## src/rtl/sc_multilane_backg_bank.sv

```systemverilog
// -----------------------------------------------------------------------------
// sc_multilane_backg_bank
//
// Bank of LANES independent rotating background registers, DATAWIDTH bits
// each, used for the playfield background / obstacle rows.
//
// Each lane is loaded with a fixed per-level pattern, or with INIT_PATTERN on
// clear. The last lane also ORs in a point mask on load. Once loaded, each lane
// rotates left or right at its own programmable rate. After DATAWIDTH
// rotations, the lane's wrap output pulses for one cycle.
//
// Ports
//   SC_MultiLaneBackgBank_CLOCK_50          : system clock, rising edge
//   SC_MultiLaneBackgBank_RESET_InLow       : synchronous reset, active-low
//   SC_MultiLaneBackgBank_clear_InLow       : load INIT_PATTERN into all lanes
//   SC_MultiLaneBackgBank_load_InLow        : load level patterns into all lanes
//   SC_MultiLaneBackgBank_level_InBUS       : level select used by load
//   SC_MultiLaneBackgBank_overlay_InBUS     : point mask ORed into lane LANES-1 on load
//   SC_MultiLaneBackgBank_shiftenable_InLow : rotation enable, active-low
//   SC_MultiLaneBackgBank_direction_InBUS   : per lane, 1 = rotate left, 0 = right
//   SC_MultiLaneBackgBank_period_InBUS      : per lane P, rotate every P+1 enabled cycles
//   SC_MultiLaneBackgBank_data_OutBUS       : lane l at [(l+1)*DATAWIDTH-1 : l*DATAWIDTH]
//   SC_MultiLaneBackgBank_wrap_OutBUS       : per-lane one-cycle full-rotation pulse
//
// Update priority on each edge: reset > clear > load > rotate > hold.
// All outputs are driven straight from registers.
// -----------------------------------------------------------------------------
module sc_multilane_backg_bank #(
  parameter int DATAWIDTH = 8,
  parameter int LANES     = 4,
  parameter int LEVELS    = 4,
  parameter int TICKW     = 4,
  parameter logic [DATAWIDTH-1:0]               INIT_PATTERN   = '0,
  parameter logic [LANES*LEVELS*DATAWIDTH-1:0]  LEVEL_PATTERNS = '0,
  parameter int LEVELW    = (LEVELS > 1) ? $clog2(LEVELS) : 1
) (
  input  logic                       SC_MultiLaneBackgBank_CLOCK_50,
  input  logic                       SC_MultiLaneBackgBank_RESET_InLow,
  input  logic                       SC_MultiLaneBackgBank_clear_InLow,
  input  logic                       SC_MultiLaneBackgBank_load_InLow,
  input  logic [LEVELW-1:0]          SC_MultiLaneBackgBank_level_InBUS,
  input  logic [DATAWIDTH-1:0]       SC_MultiLaneBackgBank_overlay_InBUS,
  input  logic                       SC_MultiLaneBackgBank_shiftenable_InLow,
  input  logic [LANES-1:0]           SC_MultiLaneBackgBank_direction_InBUS,
  input  logic [LANES*TICKW-1:0]     SC_MultiLaneBackgBank_period_InBUS,
  output logic [LANES*DATAWIDTH-1:0] SC_MultiLaneBackgBank_data_OutBUS,
  output logic [LANES-1:0]           SC_MultiLaneBackgBank_wrap_OutBUS
);

  // Shift counter runs 0..DATAWIDTH-1.
  localparam int SHW = (DATAWIDTH > 1) ? $clog2(DATAWIDTH) : 1;
  localparam logic [SHW-1:0] SH_LAST = SHW'(DATAWIDTH - 1);

  // Rotate toward the MSB: bit[W-1] re-enters at bit 0.
  // The form also holds for DATAWIDTH = 1.
  function automatic logic [DATAWIDTH-1:0] rot_left(input logic [DATAWIDTH-1:0] v);
    rot_left = (v << 1) | (v >> (DATAWIDTH - 1));
  endfunction

  // Rotate toward the LSB: bit 0 re-enters at bit[W-1].
  function automatic logic [DATAWIDTH-1:0] rot_right(input logic [DATAWIDTH-1:0] v);
    rot_right = (v >> 1) | (v << (DATAWIDTH - 1));
  endfunction

  // Pattern for lane l at level lvl. A level with no table entry falls back
  // to INIT_PATTERN.
  function automatic logic [DATAWIDTH-1:0] level_pattern(input int l,
                                                         input logic [LEVELW-1:0] lvl);
    if (int'(lvl) < LEVELS) begin
      level_pattern = LEVEL_PATTERNS[(l*LEVELS + int'(lvl))*DATAWIDTH +: DATAWIDTH];
    end else begin
      level_pattern = INIT_PATTERN;
    end
  endfunction

  logic [DATAWIDTH-1:0] lane_r  [LANES];
  logic [TICKW-1:0]     tick_r  [LANES];
  logic [SHW-1:0]       shift_r [LANES];
  logic [LANES-1:0]     wrap_r;

  logic [DATAWIDTH-1:0] lane_s  [LANES];
  logic [TICKW-1:0]     tick_s  [LANES];
  logic [SHW-1:0]       shift_s [LANES];
  logic [LANES-1:0]     wrap_s;
  logic [TICKW-1:0]     period_s[LANES];

  // Per-lane next-state: clear > load > rotate > hold.
  always_comb begin
    for (int l = 0; l < LANES; l++) begin
      lane_s[l]   = lane_r[l];
      tick_s[l]   = tick_r[l];
      shift_s[l]  = shift_r[l];
      wrap_s[l]   = 1'b0;
      period_s[l] = SC_MultiLaneBackgBank_period_InBUS[l*TICKW +: TICKW];

      if (!SC_MultiLaneBackgBank_clear_InLow) begin
        lane_s[l]  = INIT_PATTERN;
        tick_s[l]  = '0;
        shift_s[l] = '0;
      end else if (!SC_MultiLaneBackgBank_load_InLow) begin
        if (l == LANES - 1) begin
          lane_s[l] = level_pattern(l, SC_MultiLaneBackgBank_level_InBUS)
                    | SC_MultiLaneBackgBank_overlay_InBUS;
        end else begin
          lane_s[l] = level_pattern(l, SC_MultiLaneBackgBank_level_InBUS);
        end
        tick_s[l]  = '0;
        shift_s[l] = '0;
      end else if (!SC_MultiLaneBackgBank_shiftenable_InLow) begin
        if (tick_r[l] == period_s[l]) begin
          if (SC_MultiLaneBackgBank_direction_InBUS[l]) begin
            lane_s[l] = rot_left(lane_r[l]);
          end else begin
            lane_s[l] = rot_right(lane_r[l]);
          end
          tick_s[l] = '0;
          // Rotations are counted regardless of direction.
          if (shift_r[l] == SH_LAST) begin
            shift_s[l] = '0;
            wrap_s[l]  = 1'b1;
          end else begin
            shift_s[l] = shift_r[l] + SHW'(1);
          end
        end else begin
          // A tick above a newly lowered P counts on through overflow.
          tick_s[l] = tick_r[l] + TICKW'(1);
        end
      end else begin
        // Disabled: hold lane and counters. Wrap drops via its default.
        lane_s[l] = lane_r[l];
      end
    end
  end

  // State registers with synchronous active-low reset to all-zero.
  always_ff @(posedge SC_MultiLaneBackgBank_CLOCK_50) begin
    if (!SC_MultiLaneBackgBank_RESET_InLow) begin
      for (int l = 0; l < LANES; l++) begin
        lane_r[l]  <= '0;
        tick_r[l]  <= '0;
        shift_r[l] <= '0;
      end
      wrap_r <= '0;
    end else begin
      for (int l = 0; l < LANES; l++) begin
        lane_r[l]  <= lane_s[l];
        tick_r[l]  <= tick_s[l];
        shift_r[l] <= shift_s[l];
      end
      wrap_r <= wrap_s;
    end
  end

  // Flatten the lane registers onto the output bus.
  always_comb begin
    SC_MultiLaneBackgBank_data_OutBUS = '0;
    for (int l = 0; l < LANES; l++) begin
      SC_MultiLaneBackgBank_data_OutBUS[l*DATAWIDTH +: DATAWIDTH] = lane_r[l];
    end
  end

  assign SC_MultiLaneBackgBank_wrap_OutBUS = wrap_r;

endmodule

```

## config.mk

```make
export PLATFORM = sky130hd
export DESIGN_NAME = sc_multilane_backg_bank
export DESIGN_NICKNAME = d
export VERILOG_FILES = /design/src/rtl/sc_multilane_backg_bank.sv
export SDC_FILE = /design/constraint.sdc
export NUM_CORES = 1
export LEC_CHECK = 0
export CORE_AREA = 5 5 93 95
export DETAILED_ROUTE_END_ITERATION = 8
export DIE_AREA = 0 0 98 100
export GPL_ROUTABILITY_DRIVEN = 0
export PLACE_DENSITY = 0.74
export SKIP_CTS_REPAIR_TIMING = 1
export SLEW_MARGIN = 40
export SYNTH_ARGS = -nofsm -noshare
export SYNTH_HDL_FRONTEND = slang
export SYNTH_SLANG_ARGS = --single-unit
```

## constraint.sdc

```tcl
create_clock -name SC_MultiLaneBackgBank_CLOCK_50 -period 1.89 [get_ports SC_MultiLaneBackgBank_CLOCK_50]
set_input_delay 0.189 -clock SC_MultiLaneBackgBank_CLOCK_50 [delete_from_list [all_inputs] [get_ports SC_MultiLaneBackgBank_CLOCK_50]]
set_output_delay 0.189 -clock SC_MultiLaneBackgBank_CLOCK_50 [all_outputs]
set_load 0.01 [all_outputs]
```

==> results.md <==
* Status: completed
* CP max FO at 12
* Final setup viols at 0
* Port Buffers at 68
* Final hold viol count at 0
* Worst R2R Setup Slack at 0.33 ns
* CTS tree: done
* Post-synthesis instance area at 3210 um^2
* Mapped Cells at 350
* Average cell area after synthesis at 9.18 um^2
* Min cycle time layout at 1.56 ns
* Worst Reg-to-Reg Cells at 4
* RSZ-0062 raised after global routing: no
* Highest clock rate at 0.640 GHz
* Vias in the first global route at 2,790
* Post-synthesis register bit count at 64
* Hold path endpoint: tick_r[1][0]
* Yosys cell types at 31
* Die Width at 98 um
* Power per cell area at 721 nW/um^2
* Clock transition at path regs at 0.07 ns
* Antenna violations before repair at 0
* Rel. slew slack at 0.674
* DIE AREA at 9800 um^2
* Worst-Skew Late Latency at 0.34 ns
* Hpwl dp at 5.28 mm
* Worst r2r dst: lane_r[1][3]
* Sw Share at 0.224
* Slew @ Worst Pin at 0.487 ns
* Critical path required time at 2.14 ns
* Antenna diodes at 0
* Layout cells sized above 1 at 0.0808
* H-tree depth at 3
* # rows at 32
* FFs w/ async S/R, synth at 0
* Layout Skew at 0.0120 ns
* Max Slew Vio Count at 0
* Remaining Overflow, GRT at 0
* DRT iter0 DRCs at 99
* Clock sinks at 64
* DRC at 0
* Post-synth EDFFs at 0
* Crit Path Class: reg2reg
* First-pass GRT wire length at 12.6 mm
* Routed via count at 2,845
* Crit. End Element: flip-flop
* Setup TNS at 0 ns
* Post-route ant nets at 0
* VDD IR max at 443 uV
* Psw at 0.000689 W
* Leak Pwr at 1.50 nW
* Flop pwr share at 0.448
* Hold Crit Start: SC_MultiLaneBackgBank_shiftenable_InLow
* DR WL/cell at 14.3 um
* Largest net degree at the start of global routing at 32
* Final period util at 0.827
* I/O pin count at 71
* Post-Route WL at 7.49 mm
* Via density at 5.44
* Data arrival, critical path at 1.81 ns
* Internal power at 0.00238 W
* Critical R2R Launch: tick_r[1][2]
* Nets@finish at 463
* First-pass iteration count of the detailed router at 4
* Worst min path class: in2reg
* Initial Util at 0.420
* Comb power frac at 0.095
* Sequential-to-total area share from yosys stat at 0.399
* Synth warn at 0
* CTS Buf Count at 9
* Core area at 7650 um^2
* Total GRT Usage at 0.154
* DIE HEIGHT at 100 um
* Clock buffer depth at 2
* Syn_nets at 397
* Crit path from: tick_r[1][2]
* Max-cap viol count at 0
* Area delta synth->final at 32.6%
* Startpoint Class: flip-flop
* Synth Flop Type: dfxtp_1
* Root Buffer: clkbuf_8
* Tot Pwr at 0.00307 W
* Clock share of power at 0.457
* Hold Crit Depth at 3
## worst max path at each step
stage,to,slack [ns],cells after the start
after CTS,lane_r[1][3],0.30,4
after detailed placement,lane_r[2][4],0.09,5
after global routing,lane_r[1][4],0.14,4
final,lane_r[1][3],0.33,4
after global placement,lane_r[2][7],0.15,5
after floorplan,shift_r[0][0],0.55,4
## flip-flops by register name, summed over array words and instances, names as in the netlist
| register | count |
|---|---|
| lane_r | 32 |
| tick_r | 16 |
| shift_r | 12 |
| SC_MultiLaneBackgBank_wrap_OutBUS | 4 |
## worst max-delay path, stage by stage, from the launching register on
cell and delay [ns]:
dfxtp_1 0.43, xnor2_1 0.18, and4_1 0.50, a21oi_1 0.14
a211oi_1 0.23
## layout by cell type (no fill, tap or decap), drive strengths merged, types with 2 or more instances in the layout
cell | netlist | final
a211oi | 25 | 25
a21oi | 43 | 43
a31oi | 10 | 10
and3 | 4 | 4
and4 | 3 | 3
buf | 12 | 14
bufinv | 0 | 3
clkbuf | 14 | 10
clkdlybuf4s50 | 0 | 67
clkinv | 0 | 2
dfxtp | 64 | 64
ha | 12 | 12
inv | 4 | 4
mux2i | 41 | 41
nand2 | 10 | 10
nand3 | 12 | 12
nand3b | 2 | 2
nand4 | 10 | 10
nor2 | 15 | 15
nor2b | 10 | 10
nor3 | 6 | 6
o21ai | 13 | 13
o22ai | 8 | 8
or3 | 3 | 3
or4 | 4 | 4
xnor2 | 16 | 16
xor2 | 6 | 6
## synthesized netlist by cell type (6+ instances only)
| cell type | count | area share |
|---|---|---|
| a211oi_1 | 25 | 0.058 |
| buf_2 | 6 | 0.0093 |
| xor2_1 | 6 | 0.016 |
| o22ai_1 | 8 | 0.016 |
| clkbuf_1 | 14 | 0.016 |
| xnor2_1 | 16 | 0.044 |
| a21oi_1 | 43 | 0.067 |
| nor2b_1 | 10 | 0.019 |
| o21ai_0 | 13 | 0.020 |
| nand4_1 | 8 | 0.016 |
| ha_1 | 12 | 0.047 |
| nand3_1 | 12 | 0.019 |
| a31oi_1 | 10 | 0.019 |
| nor2_1 | 13 | 0.015 |
| mux2i_1 | 41 | 0.13 |
| nand2_1 | 10 | 0.012 |
| dfxtp_1 | 64 | 0.40 |
| nor3_1 | 6 | 0.0093 |
## through the flow
step           instance area, um^2  setup WS, ns  utilization  std cells  hold slack, ns
2_1_floorplan                 3210         0.547            -        350           0.369
3_3_place_gp                  4020         0.154        0.526        507           0.463
3_5_place_dp                  4020        0.0923        0.526        507           0.475
4_1_cts                       4260         0.300        0.557        523           0.216
5_1_grt                       4260         0.138        0.557        523           0.244
6_report                      4260         0.328        0.557        523           0.232
## layout make-up
cell class              instances  area (um^2)
clock buffers                  10          128
clock inverters                 6          108
fillers                       679         3390
inverters                       4         15.0
multi-input cells             256         1800
flip-flops and latches         64         1280
well taps                     102          128
repair buffers                 81          798
## power groups by stage
stage	Sequential [W]	Combinational [W]	Clock [W]
2_1_floorplan	0.00141	0.000162	0
3_3_place_gp	0.00141	0.000287	0
3_5_place_dp	0.00141	0.000292	0
4_1_cts	0.00137	0.000294	0.00142
5_1_grt	0.00138	0.000316	0.00148
6_report	0.00137	0.000292	0.00140
## cells by family after synthesis
family	share of synthesized area
muxes	0.128
xor gates and xnor gates	0.0600
AOI/OAI and AO/OA	0.181
and+or+nand+nor	0.144
buffers and inverters	0.0421
adders and majority gates	0.0467
DFF	0.399
## layer usage
layer	global-route usage	vias up	wire length, um
li1	-	1431	-
met1	0.187	1340	3360
met2	0.258	64	3630
met3	0.0424	10	410
met4	0.0618	0	96
met5	0	-	0
Power figures use the tool's default switching activity.
